[src/rtl/adc_usb_packet_uploader_pkg.sv]
// Shared definitions for the ADC-to-USB packet uploader: FSM encoding and the
// framing words also known to host software and the command interpreter.
package adc_usb_packet_uploader_pkg;

  typedef enum logic [2:0] {
    S_IDLE,
    S_HEADER,
    S_COUNT,
    S_DATA,
    S_CHECKSUM,
    S_TRAILER,
    S_FLUSH
  } state_e;

  localparam logic [15:0] DEFAULT_HEADER_WORD  = 16'hEB90;
  localparam logic [15:0] DEFAULT_TRAILER_WORD = 16'h90EB;
  localparam logic [15:0] DEFAULT_PAD_WORD     = 16'h0000;

  // Buffered samples carry zeros in [15:14]; the packet's channel tag goes there.
  function automatic logic [15:0] with_channel(input logic [1:0]  chn,
                                               input logic [15:0] raw);
    return raw | {chn, 14'b0};
  endfunction

endpackage

[src/rtl/adc_usb_packet_uploader_sample_sync_buffer.sv]
// Single-clock sample FIFO with synchronous flush; absorbs ADC samples while
// the uploader writes framing words or the USB FIFO is full.
module sample_sync_buffer #(
  parameter int WIDTH = 16,
  parameter int AW    = 4
) (
  input  logic             clk,
  input  logic             reset_n,
  input  logic             push,
  input  logic             pop,
  input  logic             flush,
  input  logic [WIDTH-1:0] din,
  output logic [WIDTH-1:0] dout,
  output logic             full,
  output logic             empty
);

  logic [WIDTH-1:0] mem_q [2**AW];
  logic [AW:0]      wr_ptr_q, wr_ptr_d;
  logic [AW:0]      rd_ptr_q, rd_ptr_d;
  logic             do_push, do_pop;

  assign empty   = (wr_ptr_q == rd_ptr_q);
  assign full    = (wr_ptr_q[AW] != rd_ptr_q[AW]) &&
                   (wr_ptr_q[AW-1:0] == rd_ptr_q[AW-1:0]);
  assign do_pop  = pop && !empty;
  // A pop in the same cycle frees the slot, so a push while full still lands.
  assign do_push = push && (!full || do_pop);
  assign dout    = mem_q[rd_ptr_q[AW-1:0]];

  always_comb begin
    wr_ptr_d = wr_ptr_q;
    rd_ptr_d = rd_ptr_q;
    if (flush) begin
      wr_ptr_d = '0;
      rd_ptr_d = '0;
    end else begin
      if (do_push) wr_ptr_d = wr_ptr_q + 1'b1;
      if (do_pop)  rd_ptr_d = rd_ptr_q + 1'b1;
    end
  end

  // NOTE: sequential state uses non-blocking (<=) so every flop samples the
  // pre-edge values of the others; blocking here would create ordering races.
  always_ff @(posedge clk or negedge reset_n) begin
    if (!reset_n) begin
      wr_ptr_q <= '0;
      rd_ptr_q <= '0;
    end else begin
      wr_ptr_q <= wr_ptr_d;
      rd_ptr_q <= rd_ptr_d;
    end
  end

  // NOTE: storage is deliberately not reset; the pointers define validity, and
  // leaving the array reset-free lets it map onto RAM.
  always_ff @(posedge clk) begin
    if (do_push && !flush) mem_q[wr_ptr_q[AW-1:0]] <= din;
  end

endmodule

[src/rtl/adc_usb_packet_uploader.sv]
// Frames ADC samples into fixed-length 16-bit packets for the USB data FIFO.
// Define ADC_UPLOAD_CHECKSUM_EN to append a modulo-2^16 checksum word before the trailer.
module adc_usb_packet_uploader
  import adc_usb_packet_uploader_pkg::*;
#(
  parameter int          ADC_WIDTH          = 12,
  parameter int          SAMPLES_PER_PACKET = 256,
  parameter logic [15:0] HEADER_WORD        = DEFAULT_HEADER_WORD,
  parameter logic [15:0] TRAILER_WORD       = DEFAULT_TRAILER_WORD,
  parameter logic [15:0] PAD_WORD           = DEFAULT_PAD_WORD,
  parameter int          BUF_AW             = 4,
  parameter int          CLEAR_HOLDOFF      = 8
) (
  input  logic                 clk,
  input  logic                 reset_n,
  input  logic                 in_acq_enable,
  input  logic [1:0]           in_chn_select,
  input  logic                 in_adc_valid,
  input  logic [ADC_WIDTH-1:0] in_adc_data,
  input  logic                 in_clear_usb_fifo,
  input  logic                 in_usb_fifo_full,
  output logic                 out_to_usb_fifo_wr_en,
  output logic [15:0]          out_to_usb_fifo_din,
  output logic                 out_overflow,
  output logic                 out_busy
);

  localparam logic [15:0] LAST_DATA = 16'(SAMPLES_PER_PACKET - 1);
  localparam logic [15:0] LAST_HOLD = 16'(CLEAR_HOLDOFF - 1);
`ifdef ADC_UPLOAD_CHECKSUM_EN
  localparam state_e AFTER_DATA = S_CHECKSUM;
`else
  localparam state_e AFTER_DATA = S_TRAILER;
`endif

  state_e      state_q, state_d;
  logic [1:0]  chn_q, chn_d;
  logic [15:0] pkt_cnt_q, pkt_cnt_d;
  logic [15:0] data_cnt_q, data_cnt_d;
  logic [15:0] hold_cnt_q, hold_cnt_d;
  logic        wr_en_q, wr_en_d;
  logic [15:0] din_q, din_d;
  logic        overflow_q, overflow_d;
`ifdef ADC_UPLOAD_CHECKSUM_EN
  logic [15:0] sum_q, sum_d;
`endif

  logic        adc_push;
  logic        buf_pop;
  logic        buf_full;
  logic        buf_empty;
  logic [15:0] buf_din;
  logic [15:0] buf_dout;
  logic        emit;
  logic [15:0] word;

  assign adc_push = in_adc_valid && in_acq_enable && (state_q != S_FLUSH);
  assign buf_din  = {{(16-ADC_WIDTH){1'b0}}, in_adc_data};

  sample_sync_buffer #(
    .WIDTH (16),
    .AW    (BUF_AW)
  ) u_buf (
    .clk     (clk),
    .reset_n (reset_n),
    .push    (adc_push),
    .pop     (buf_pop),
    .flush   (in_clear_usb_fifo),
    .din     (buf_din),
    .dout    (buf_dout),
    .full    (buf_full),
    .empty   (buf_empty)
  );

  // NOTE: every signal written here gets a default first, so no path leaves
  // one unassigned and no latch is inferred.
  always_comb begin
    state_d    = state_q;
    chn_d      = chn_q;
    pkt_cnt_d  = pkt_cnt_q;
    data_cnt_d = data_cnt_q;
    hold_cnt_d = hold_cnt_q;
    wr_en_d    = 1'b0;
    din_d      = din_q;
    overflow_d = overflow_q;
    buf_pop    = 1'b0;
    emit       = 1'b0;
    word       = '0;
`ifdef ADC_UPLOAD_CHECKSUM_EN
    sum_d      = sum_q;
`endif

    if (in_clear_usb_fifo) begin
      state_d    = S_FLUSH;
      pkt_cnt_d  = '0;
      hold_cnt_d = '0;
      overflow_d = 1'b0;
    end else begin
      case (state_q)
        S_IDLE: begin
          if (in_acq_enable) begin
            chn_d   = in_chn_select;
            state_d = S_HEADER;
          end
        end
        S_HEADER: begin
          if (!in_usb_fifo_full) begin
            emit    = 1'b1;
            word    = HEADER_WORD;
            state_d = S_COUNT;
          end
        end
        S_COUNT: begin
          if (!in_usb_fifo_full) begin
            emit       = 1'b1;
            word       = pkt_cnt_q;
            pkt_cnt_d  = pkt_cnt_q + 16'd1;
            data_cnt_d = '0;
`ifdef ADC_UPLOAD_CHECKSUM_EN
            sum_d      = '0;
`endif
            state_d    = S_DATA;
          end
        end
        S_DATA: begin
          // Buffered samples always win over padding, so a stopped acquisition drains first.
          if (!in_usb_fifo_full && (!buf_empty || !in_acq_enable)) begin
            emit = 1'b1;
            if (!buf_empty) begin
              buf_pop = 1'b1;
              word    = with_channel(chn_q, buf_dout);
            end else begin
              word    = PAD_WORD;
            end
`ifdef ADC_UPLOAD_CHECKSUM_EN
            sum_d = sum_q + word;
`endif
            if (data_cnt_q == LAST_DATA) state_d = AFTER_DATA;
            else                         data_cnt_d = data_cnt_q + 16'd1;
          end
        end
        S_CHECKSUM: begin
`ifdef ADC_UPLOAD_CHECKSUM_EN
          if (!in_usb_fifo_full) begin
            emit    = 1'b1;
            word    = sum_q;
            state_d = S_TRAILER;
          end
`else
          state_d = S_IDLE;
`endif
        end
        S_TRAILER: begin
          if (!in_usb_fifo_full) begin
            emit = 1'b1;
            word = TRAILER_WORD;
            if (in_acq_enable) begin
              chn_d   = in_chn_select;
              state_d = S_HEADER;
            end else begin
              state_d = S_IDLE;
            end
          end
        end
        S_FLUSH: begin
          if (hold_cnt_q == LAST_HOLD) state_d = S_IDLE;
          else                         hold_cnt_d = hold_cnt_q + 16'd1;
        end
        default: state_d = S_IDLE;
      endcase

      if (adc_push && buf_full && !buf_pop) overflow_d = 1'b1;
      if (emit) begin
        wr_en_d = 1'b1;
        din_d   = word;
      end
    end
  end

  always_ff @(posedge clk or negedge reset_n) begin
    if (!reset_n) begin
      state_q    <= S_IDLE;
      chn_q      <= '0;
      pkt_cnt_q  <= '0;
      data_cnt_q <= '0;
      hold_cnt_q <= '0;
      wr_en_q    <= 1'b0;
      din_q      <= '0;
      overflow_q <= 1'b0;
    end else begin
      state_q    <= state_d;
      chn_q      <= chn_d;
      pkt_cnt_q  <= pkt_cnt_d;
      data_cnt_q <= data_cnt_d;
      hold_cnt_q <= hold_cnt_d;
      wr_en_q    <= wr_en_d;
      din_q      <= din_d;
      overflow_q <= overflow_d;
    end
  end

`ifdef ADC_UPLOAD_CHECKSUM_EN
  always_ff @(posedge clk or negedge reset_n) begin
    if (!reset_n) sum_q <= '0;
    else          sum_q <= sum_d;
  end
`endif

  assign out_to_usb_fifo_wr_en = wr_en_q;
  assign out_to_usb_fifo_din   = din_q;
  assign out_overflow          = overflow_q;
  assign out_busy              = (state_q != S_IDLE);

endmodule

[config.mk]
export PLATFORM = sky130hd
export DESIGN_NAME = adc_usb_packet_uploader
export DESIGN_NICKNAME = d
export VERILOG_FILES = /design/src/rtl/adc_usb_packet_uploader_pkg.sv /design/src/rtl/adc_usb_packet_uploader_sample_sync_buffer.sv /design/src/rtl/adc_usb_packet_uploader.sv
export SDC_FILE = /design/constraint.sdc
export NUM_CORES = 1
export LEC_CHECK = 0
export BUFFER_PORTS_ARGS = -buffer_cell sky130_fd_sc_hd__buf_2
export CAP_MARGIN = 20
export CORE_MARGIN = 1.5
export CORE_UTILIZATION = 40
export CTS_BUF_LIST = sky130_fd_sc_hd__clkbuf_16
export CTS_CLUSTER_DIAMETER = 150
export DETAILED_ROUTE_END_ITERATION = 7
export SLEW_MARGIN = 20
export SYNTH_ARGS = -nofsm -noshare
export SYNTH_HDL_FRONTEND = slang
export SYNTH_SLANG_ARGS = --single-unit
[constraint.sdc]
create_clock -name clk -period 7.9 [get_ports clk]
set_input_delay 1.975 -clock clk [delete_from_list [all_inputs] [get_ports clk]]
set_output_delay 1.975 -clock clk [all_outputs]
set_load 0.01 [all_outputs]
Yosys cells after proc, flatten, opt, wreduce, memory -nomap -nowiden
Memory sizes are Yosys's and may differ from the RTL's.
Index checks and enable logic that the tools add are counted.
{"block": "totals", "mem_bits_rw": 192, "reg_bits": 81, "mem_count": 1, "elab_cells": 123, "output_inout_bits": 19, "inputBits": 20}
{"block": "classes", "n_eq_ne": 24, "n_mux": 48, "addsub": 5, "n_reduce_logical": 33, "n_bitwise": 2}
{"memory": "u_buf.mem_q", "depth": 16, "word_bits": 12, "read_ports": 1, "rd_clocked_by_memory_dff": 0, "wr": 1, "line_no": "adc_usb_packet_uploader_sample_sync_buffer.sv:18", "text": "logic [WIDTH-1:0] mem_q [2**AW];"}
{"op": "$mux W16", "n": 14}
{"op": "$pmux W16 S4", "n": 1}
{"op": "$add A16 B1 Y16 const B", "n": 3}
{"op": "$pmux W16 S2", "n": 1}
{"op": "$mux W3", "n": 8}
{"op": "$ne A3 B3 Y1 const B", "n": 8}
{"op": "$mux W5", "n": 4}
{"op": "$pmux W3 S6", "n": 1}
{"op": "$eq A16 B3 Y1 const B", "n": 1}
{"op": "$eq A16 B8 Y1 const B", "n": 1}
{"op": "$or A16 B16 Y16", "n": 1}
{"op": "$mux W1", "n": 15}
{"op": "$reduce_bool A2 Y1", "n": 7}
{"op": "$ne A2 B2 Y1 const B", "n": 6}
{"op": "$add A5 B1 Y5 const B", "n": 2}
{"op": "$logic_and A1 B1 Y1", "n": 9}
{"op": "$reduce_and A7 Y1", "n": 1}
{"op": "$eq A3 B2 Y1 const B", "n": 2}
{"op": "$eq A3 B3 Y1 const B", "n": 2}
{"op": "$logic_not A1 Y1", "n": 6}
{"op": "$reduce_and A2 Y1", "n": 3}
{"op": "$eq A5 B5 Y1", "n": 1}
{"op": "$reduce_and A5 Y1", "n": 1}
{"op": "$eq A4 B4 Y1", "n": 1}
{"op": "11 further kinds", "n": 13}

Depth between registers and ports, before layout
Gate-level depths: netlist (run 1).
{"block": "logic_depth", "word_depth": 14, "mapped_depth": 8, "ltp_nobuf": 6}

Cells and area by module
Synthesis (run 1) repeated with hierarchy kept, for this count alone.
{"block": "unflattened", "hier_cells": 853, "hier_area_um2": 14129.8}
{"module": "sample_sync_buffer", "seq_area_each_um2": 7937.6, "cells_per_inst": 444, "area_per_inst_um2": 10376.2, "n_inst": 1}
{"module": "adc_usb_packet_uploader", "seq_area_each_um2": 1776.7, "cells_per_inst": 409, "area_per_inst_um2": 3753.6, "n_inst": 1}

Least setup slack after synthesis (run 1)
OpenSTA, ideal clock, no wires.
{"block": "synth_timing", "kind": "input to register", "from": "in in_usb_fifo_full", "to": "mem u_buf.mem_q[3][0] in the netlist's numbering, enable pin", "setup_slack_ns": 3.563, "setup_ns": 0.396, "required_ns": 7.504, "path_stages": 6, "arrival_time_ns": 3.941, "path_buffers": 1, "cell_sequence": "clkbuf_1 -> nor2_1 -> nand2_1 -> a311oi_1 -> nand2_1 -> nor3_1"}
{"block": "synth_via", "elab_chain_cells": 12}
{"item": "from (decl)", "line_no": "adc_usb_packet_uploader.sv:21", "text": "input logic in_usb_fifo_full,"}
{"item": "$logic_not A1 Y1"}
{"item": "$logic_and A1 B1 Y1", "line_no": "adc_usb_packet_uploader.sv:127", "text": "if (!in_usb_fifo_full && (!buf_empty || !in_acq_enable)) begin"}
{"item": "$mux W1", "line_no": "adc_usb_packet_uploader.sv:127"}
{"item": "$mux W1", "line_no": "adc_usb_packet_uploader.sv:99", "text": "case (state_q)"}
{"item": "$mux W1 (2 in a row)", "line_no": "adc_usb_packet_uploader.sv:93", "text": "if (in_clear_usb_fifo) begin"}
{"item": "$logic_and A1 B1 Y1", "line_no": "adc_usb_packet_uploader_sample_sync_buffer.sv:26", "text": "assign do_pop = pop && !empty;"}
{"item": "$logic_or A1 B1 Y1", "line_no": "adc_usb_packet_uploader_sample_sync_buffer.sv:28", "text": "assign do_push = push && (!full || do_pop);"}
{"item": "$logic_and A1 B1 Y1", "line_no": "adc_usb_packet_uploader_sample_sync_buffer.sv:28"}
{"item": "$logic_and A1 B1 Y1", "line_no": "adc_usb_packet_uploader_sample_sync_buffer.sv:58", "text": "if (do_push && !flush) mem_q[wr_ptr_q[AW-1:0]] <= din;"}
{"item": "$mux W1", "line_no": "adc_usb_packet_uploader_sample_sync_buffer.sv:58"}
{"item": "$mux W1 (implied by the code)", "line_no": "adc_usb_packet_uploader_sample_sync_buffer.sv:58"}
{"item": "to (decl)", "line_no": "adc_usb_packet_uploader_sample_sync_buffer.sv:18"}
No other way between the ends. The select of a mux whose other input is x is not followed.

Final worst setup path (run 1)
{"block": "layout_timing", "from": "in in_clear_usb_fifo", "to": "mem u_buf.mem_q[1][8] in the netlist's numbering, enable pin"}
{"block": "layout_via", "elab_chain_cells": 7, "elab_cells_between_ends": 8, "cone_classes": "mux (3); reduce/logical (5)"}
{"item": "from (decl)", "line_no": "adc_usb_packet_uploader.sv:20", "text": "input logic in_clear_usb_fifo,"}
{"item": "$mux W1", "line_no": "adc_usb_packet_uploader.sv:93"}
{"item": "$logic_and A1 B1 Y1", "line_no": "adc_usb_packet_uploader_sample_sync_buffer.sv:26"}
{"item": "$logic_or A1 B1 Y1", "line_no": "adc_usb_packet_uploader_sample_sync_buffer.sv:28"}
{"item": "$logic_and A1 B1 Y1", "line_no": "adc_usb_packet_uploader_sample_sync_buffer.sv:28"}
{"item": "$logic_and A1 B1 Y1 (*)", "line_no": "adc_usb_packet_uploader_sample_sync_buffer.sv:58"}
{"item": "$mux W1 (*)", "line_no": "adc_usb_packet_uploader_sample_sync_buffer.sv:58"}
{"item": "$mux W1 (implied by the code) (*)", "line_no": "adc_usb_packet_uploader_sample_sync_buffer.sv:58"}
Every way passes the cells marked *; elsewhere a longest branch is shown, timed or not.

==> results.md, run 1 <==
- Grt met3 use: 2.52%
- Tcrit/Tclk final: 58.0%
- Number of synthesized register bits: 273
- Clock power frac: 41.1%
- DRT Pass-1 Iters: 4
- CTS Buffer Depth: 3
- Sw frac: 24.3%
- Max-Cap Viols: 0
- Commonest cells after routing, fill and taps aside: 192 x edfxtp_1, 79 x dfrtp_1, 60 x mux4_2
- Async set-reset flop share out of synthesis: 29.7%
- Seq/Total Area, Yosys: 66.3%
- Clock skew: 0.0138 ns
- Top FF cell, synth: edfxtp_1
- Yosys warns: 0
- Critical path endpoint category: flop
- GRT busiest layer: met2
- CP required: 8.07 ns
- Worst Path Max Fanout: 50
- Diode count: 0
- PwrDens: 241 nW/um2
- Core Rows: 62
- Most common cell after layout, fill and taps aside: edfxtp_1
- Status: finished, final reports clean
- Die X: 174 um
- Crit Path Class: primary input to flop
- Hold Path Class: flop to flop
- Global-route track usage on met1: 25.4%
- CTS root buf: clkbuf_16
- Post-Route WL: 25000 um
- Gates resized, CTS repair: 0
- Share of layout cells above drive strength 1: 21.9%
- CTS tree: yes
- Synthesis-to-layout area growth: 13.7%
- Post-DP HPWL: 15500 um
- Worst VDD drop: 172 uV
- Final Wtd Congestion: 0.752
- Clock slew at reported path FFs: 0.06 ns
- Total Power: 3.22 mW
- Syn_nets: 791
- DR vias: 6696
- Lkg Pwr: 4.61 nW
- Number of synthesized flops with an enable pin: 192
- # DRC: 0
- Setup TNS: 0 ns
- Die Height: 174 um
- Gr ovfl total: 0
- # Post-CTS Setup Buffers: 0
- Initial antenna violation count: 0
- Int Pwr: 2.44 mW
- Sw Pwr: 0.782 mW
- First-pass GRT wire length: 39400 um
- Unrepaired setup endpoints after global routing: false
- Wire length per cell: 20.5 um
- DR vias/cell: 5.50
- Inserted Clock Buffers: 29
- Max Slew Vio Count: 0
- Initial Util: 40.8%
- IO Port Bufs: 38
- Clk sink count: 273
- Pin count of the biggest net entering global routing: 70
- Worst-Skew Late Latency: 0.56 ns
- Post-Syn Area: 11800 um2
- Nets: 839
- Setup Viol. Count Final: 0
- Reg power frac: 50.1%
- # hold bufs at CTS: 0
- Die area: 30400 um2
- Post-synthesis cell type count: 60
- Hold Violations, Final: 0
- Htree depth: 1
- Relative slew margins: 30.9%
- Syn_area_per_cell: 15.4 um2
- DRT antenna net count: 0
- Core box area: 28800 um2
- GRT Util Overall: 16.8%
- Final worst path period need: 4.58 ns
- IO Count: 39
- Worst EP arrival: 4.75 ns
- Vias in the first global route: 6653
- Comb pwr share: 8.8%
- Measured slew at the worst slew-check pin: 1.03 ns
- Synth Instances: 763
- CP Launch Type: primary input
- Max Clk Rate: 218 MHz
- Iteration-0 DRC Markers: 620
- GR Util met2: 25.8%
==> flip-flops by register name (all words and copies together), names as in the netlist <==
signal	flops
chn_q	2
data_cnt_q	16
hold_cnt_q	16
out_overflow	1
out_to_usb_fifo_din	16
out_to_usb_fifo_wr_en	1
pkt_cnt_q	16
state_q	3
u_buf.mem_q	192
u_buf.rd_ptr_q	5
u_buf.wr_ptr_q	5
==> power by group through the flow <==
stage | Combinational [mW] | Clock, mW | Sequential (mW)
finish | 0.284 | 1.32 | 1.62
global route | 0.317 | 1.41 | 1.62
CTS | 0.285 | 1.36 | 1.61
detailed placement | 0.283 | 0 | 1.64
global placement | 0.282 | 0 | 1.64
floorplan | 0.203 | 0 | 1.63
==> metal layers <==
metal,vias to the layer above,share of wire [%]
li1,3066,-
met1,3485,48
met5,-,0
met3,35,3.6
met4,0,1.8
met2,110,46
==> final timing paths <==
check	to	slack, ns	cells past startpoint	start
setup / recovery	u_buf.mem_q[1][8]	3.32	6	in_clear_usb_fifo
hold / removal	out_to_usb_fifo_din[14]	0.49	1	out_to_usb_fifo_din[14]
setup reg to reg	u_buf.mem_q[1][8]	4.22	5	state_q[1]
hold reg to reg	out_to_usb_fifo_din[14]	0.49	1	out_to_usb_fifo_din[14]
max in group asynchronous	u_buf.rd_ptr_q[0]	5.40	2	reset_n
min in group asynchronous	data_cnt_q[14]	1.27	1	reset_n
==> cell type report <==
cell class                 count  area [um2]
clock buffer                  29         726
sequential                   273        7800
fill                        2530       15400
tap                          384         480
timing repair buffer          57         355
clock inverter                25         200
inverter                      27         101
multi-input combinational    423        3700
==> stage by stage <==
stage / hold WS (ns) / utilization, % / instance area, um2 / setup slack [ns] / instances
after floorplan: 0.442 / - / 11800 / 3.56 / 763
after global placement: 0.466 / 43.0 / 12400 / 2.59 / 1163
after detailed placement: 0.477 / 43.1 / 12400 / 2.76 / 1163
after CTS: 0.491 / 46.3 / 13300 / 3.32 / 1217
after global routing: 0.512 / 46.4 / 13400 / 3.07 / 1218
final: 0.486 / 46.4 / 13400 / 3.32 / 1218
==> worst max-delay path, stage by stage <==
cell and delay (ns):
buf_2 0.38, nor2_1 0.33, nand2_1 0.15, a311oi_1 0.71
nand2_1 0.32, nor3_2 0.85
==> cell families after synthesis <==
family	count (synthesis)	share of synthesized area (%)
AOI/OAI and AO/OA	114	5.98
muxes	83	13.6
buffers and inverters	67	2.62
xor gates and xnor gates	31	2.31
DFF	273	66.3
and+or+nand+nor	187	8.31
adders and majority gates	8	0.852
==> Yosys cell counts, drive strengths merged (2+ instances only) <==
cell type	count	area share, %
or3	12	0.64
a41oi	2	0.15
ha	8	0.85
dfrtp	81	17
clkinv	13	0.42
o211ai	4	0.26
xnor2	22	1.6
o21a	5	0.32
o31ai	3	0.19
o22ai	4	0.21
edfxtp	192	49
a31oi	19	1.1
and3	4	0.21
xor2	9	0.67
nor2	50	1.6
a21oi	34	1.4
and3b	2	0.15
a311oi	4	0.35
nand3	14	0.60
nand2	38	1.2
o2111ai	3	0.22
clkbuf	22	0.70
mux2	16	1.5
mux2i	7	0.60
o21ai	29	1.3
nor3	14	0.60
nor3b	4	0.26
inv	14	0.45
nor2b	2	0.11
nor4	12	0.69
and4	6	0.45
nand4	8	0.43
or4	4	0.29
mux4	60	11
and2	2	0.11
nand2b	7	0.37
nor4b	2	0.20
buf	18	1.1
nand3b	3	0.19
Power figures use the tool's default switching activity.
==> inputs of run 2 (changes only) <==
==> constraint.sdc (replaced) <==
create_clock -name clk -period 3.7 [get_ports clk]
set_input_delay 0.925 -clock clk [delete_from_list [all_inputs] [get_ports clk]]
set_output_delay 0.925 -clock clk [all_outputs]
set_load 0.01 [all_outputs]
==> results.md, run 2 (synthesis gave the netlist of run 1 again) <==
- Status: finished, final reports clean
- Worst-Skew Late Latency: 0.55 ns (about the same)
- Initial antenna violation count: 0 (unchanged)
- Max-Cap Viols: 0 (unchanged)
- Hold Path Class: primary input to async pin
- Measured slew at the worst slew-check pin: 0.850 ns (-0.180 ns)
- # hold bufs at CTS: 0 (unchanged)
- RR Endpoint: u_buf.mem_q[3][5]
- PwrDens: 517 nW/um2 (+110%)
- Final Wtd Congestion: 0.771 (+2.5%)
- CTS tree: yes
- Setup crit start: state_q[1]
- Crit Path Class: flop to flop
- IO Port Bufs: 38 (unchanged)
- CP required: 3.94 ns (-4.13 ns)
- R2r worst-path depth: 7 (+2)
- Relative slew margins: 43.3% (+12 points)
- Worst VDD drop: 339 uV (+98%)
- Finished Core Util: 46.8% (+0.35 points)
- Clock skew: 0.0135 ns (-0.000260 ns)
- Synthesis-to-layout area growth: 14.5%
- CP Launch Type: flop
- Post-DP HPWL: 16800 um (+8.6%)
- Die X: 174 um (unchanged)
- GRT Util Overall: 17.3% (+0.51 points)
- Nets: 850 (+1.3%)
- Pin count of the biggest net entering global routing: 61 (-13%)
- Vias in the first global route: 6724 (+1.1%)
- Clock slew at reported path FFs: 0.06 ns (about the same)
- Wire length per cell: 21.0 um (+2.3%)
- Share of layout cells above drive strength 1: 23.3% (+1.4 points)
- Unrepaired setup endpoints after global routing: false
- Hold Violations, Final: 0 (unchanged)
- DRT Pass-1 Iters: 5 (+1)
- Diode count: 0 (unchanged)
- Htree depth: 1 (unchanged)
- Total Power: 6.96 mW (+120%)
- CTS root buf: clkbuf_16
- Inserted Clock Buffers: 28 (-3.4%)
- Die area: 30400 um2 (unchanged)
- Die Height: 174 um (unchanged)
- Initial Util: 40.8% (unchanged)
- Setup Viol. Count Final: 0 (unchanged)
- DR vias/cell: 5.48 (-0.34%)
- CTS Buffer Depth: 3 (unchanged)
- Tcrit/Tclk final: 75.1%
- Worst EP arrival: 3.02 ns (-1.73 ns)
- Core Rows: 62 (unchanged)
- Clk sink count: 273 (unchanged)
- Commonest cells after routing, fill and taps aside: 192 x edfxtp_1, 79 x dfrtp_1, 60 x mux4_2
- Worst hold-check slack: 0.456 ns (-0.0297 ns)
- First-pass GRT wire length: 40400 um (+2.3%)
- Max reg flops: 192 (unchanged)
- Flop2flop setup slack: 0.92 ns (-3.30 ns)
- Post-Route WL: 25700 um (+3.1%)
- DP Cell Count: 1176 (+1.1%)
- Gates resized, CTS repair: 0 (unchanged)
- Most common cell after layout, fill and taps aside: edfxtp_1
- Crit path to: u_buf.mem_q[3][5]
- Worst Path Max Fanout: 18 (-64%)
- Max Slew Vio Count: 0 (unchanged)
- Iteration-0 DRC Markers: 528 (-15%)
- Setup TNS: 0 ns (unchanged)
- Fin cells: 1228 (+0.82%)
- DRT antenna net count: 0 (unchanged)
- Critical path endpoint category: flop
- Start of the worst register-to-register path: state_q[1]
- IO Count: 39 (unchanged)
- Max Clk Rate: 360 MHz
- Lkg Pwr: 4.67 nW (+1.4%)
- # DRC: 0 (unchanged)
- DR vias: 6728 (+0.48%)
- Final worst path period need: 2.78 ns
- Core box area: 28800 um2 (unchanged)
- # Post-CTS Setup Buffers: 0 (unchanged)
- Gr ovfl total: 0 (unchanged)
## run 2: cell count changes in the layout (fill, tap and decap cells not counted), sizes merged
| cell | previous run | this run |
|---|---|---|
| buf | 57 | 69 |
| clkinvlp | 0 | 2 |
| bufinv | 3 | 4 |
| clkinv | 26 | 24 |
| inv | 23 | 20 |
## run 2: how the worst min path moves through the flow
| stage | from | endpoint | depth (start not counted) |
|---|---|---|---|
| after floorplan | data_cnt_q[15] | data_cnt_q[15] | 1 |
| after global placement | out_to_usb_fifo_din[14] | out_to_usb_fifo_din[14] | 1 |
| after detailed placement | out_to_usb_fifo_din[14] | out_to_usb_fifo_din[14] | 1 |
| after CTS | reset_n | hold_cnt_q[9] | 1 |
| after global routing | reset_n | hold_cnt_q[4] | 1 |
| final | reset_n | hold_cnt_q[4] | 1 |
## run 2: cell type report
| cell class | instances | area (um2) |
|---|---|---|
| clock buffers | 29 | 726 |
| repair buffers | 69 | 438 |
| well taps | 384 | 480 |
| inverters | 27 | 101 |
| flip-flops and latches | 273 | 7800 |
| fillers | 2460 | 15300 |
| clock inverters | 23 | 235 |
| multi-input cells | 423 | 3680 |
## run 2: per-layer routing
layer	track usage (%)	share of wire, %
met1	24.8	45
met2	27.4	47
met3	3.02	5.1
met4	4.45	2.5
met5	0	0
## run 2: metrics by stage
step	instance area [um2]	worst slack (ns)
6_report	13500	0.923
5_1_grt	13500	0.736
2_1_floorplan	11800	0.413
3_3_place_gp	12500	0.913
3_5_place_dp	12500	0.822
4_1_cts	13500	0.909
## run 2: where the power goes
part / switching [mW] / total (mW) / internal, mW / leakage, nW
combinational: 0.386 / 0.616 / 0.231 / 1.35
clock: 1.19 / 2.90 / 1.71 / 0.481
sequential: 0.0932 / 3.45 / 3.36 / 2.84
total: 1.67 / 6.96 / 5.30 / 4.67
## run 2: worst max-delay path, stage by stage (launching register included)
cell and delay (ns):
dfrtp_1 0.67, and3b_1 0.56, nand2_1 0.19, a311oi_1 0.31, buf_4 0.19, nand2_1 0.13
nor3_2 0.15, buf_4 0.26
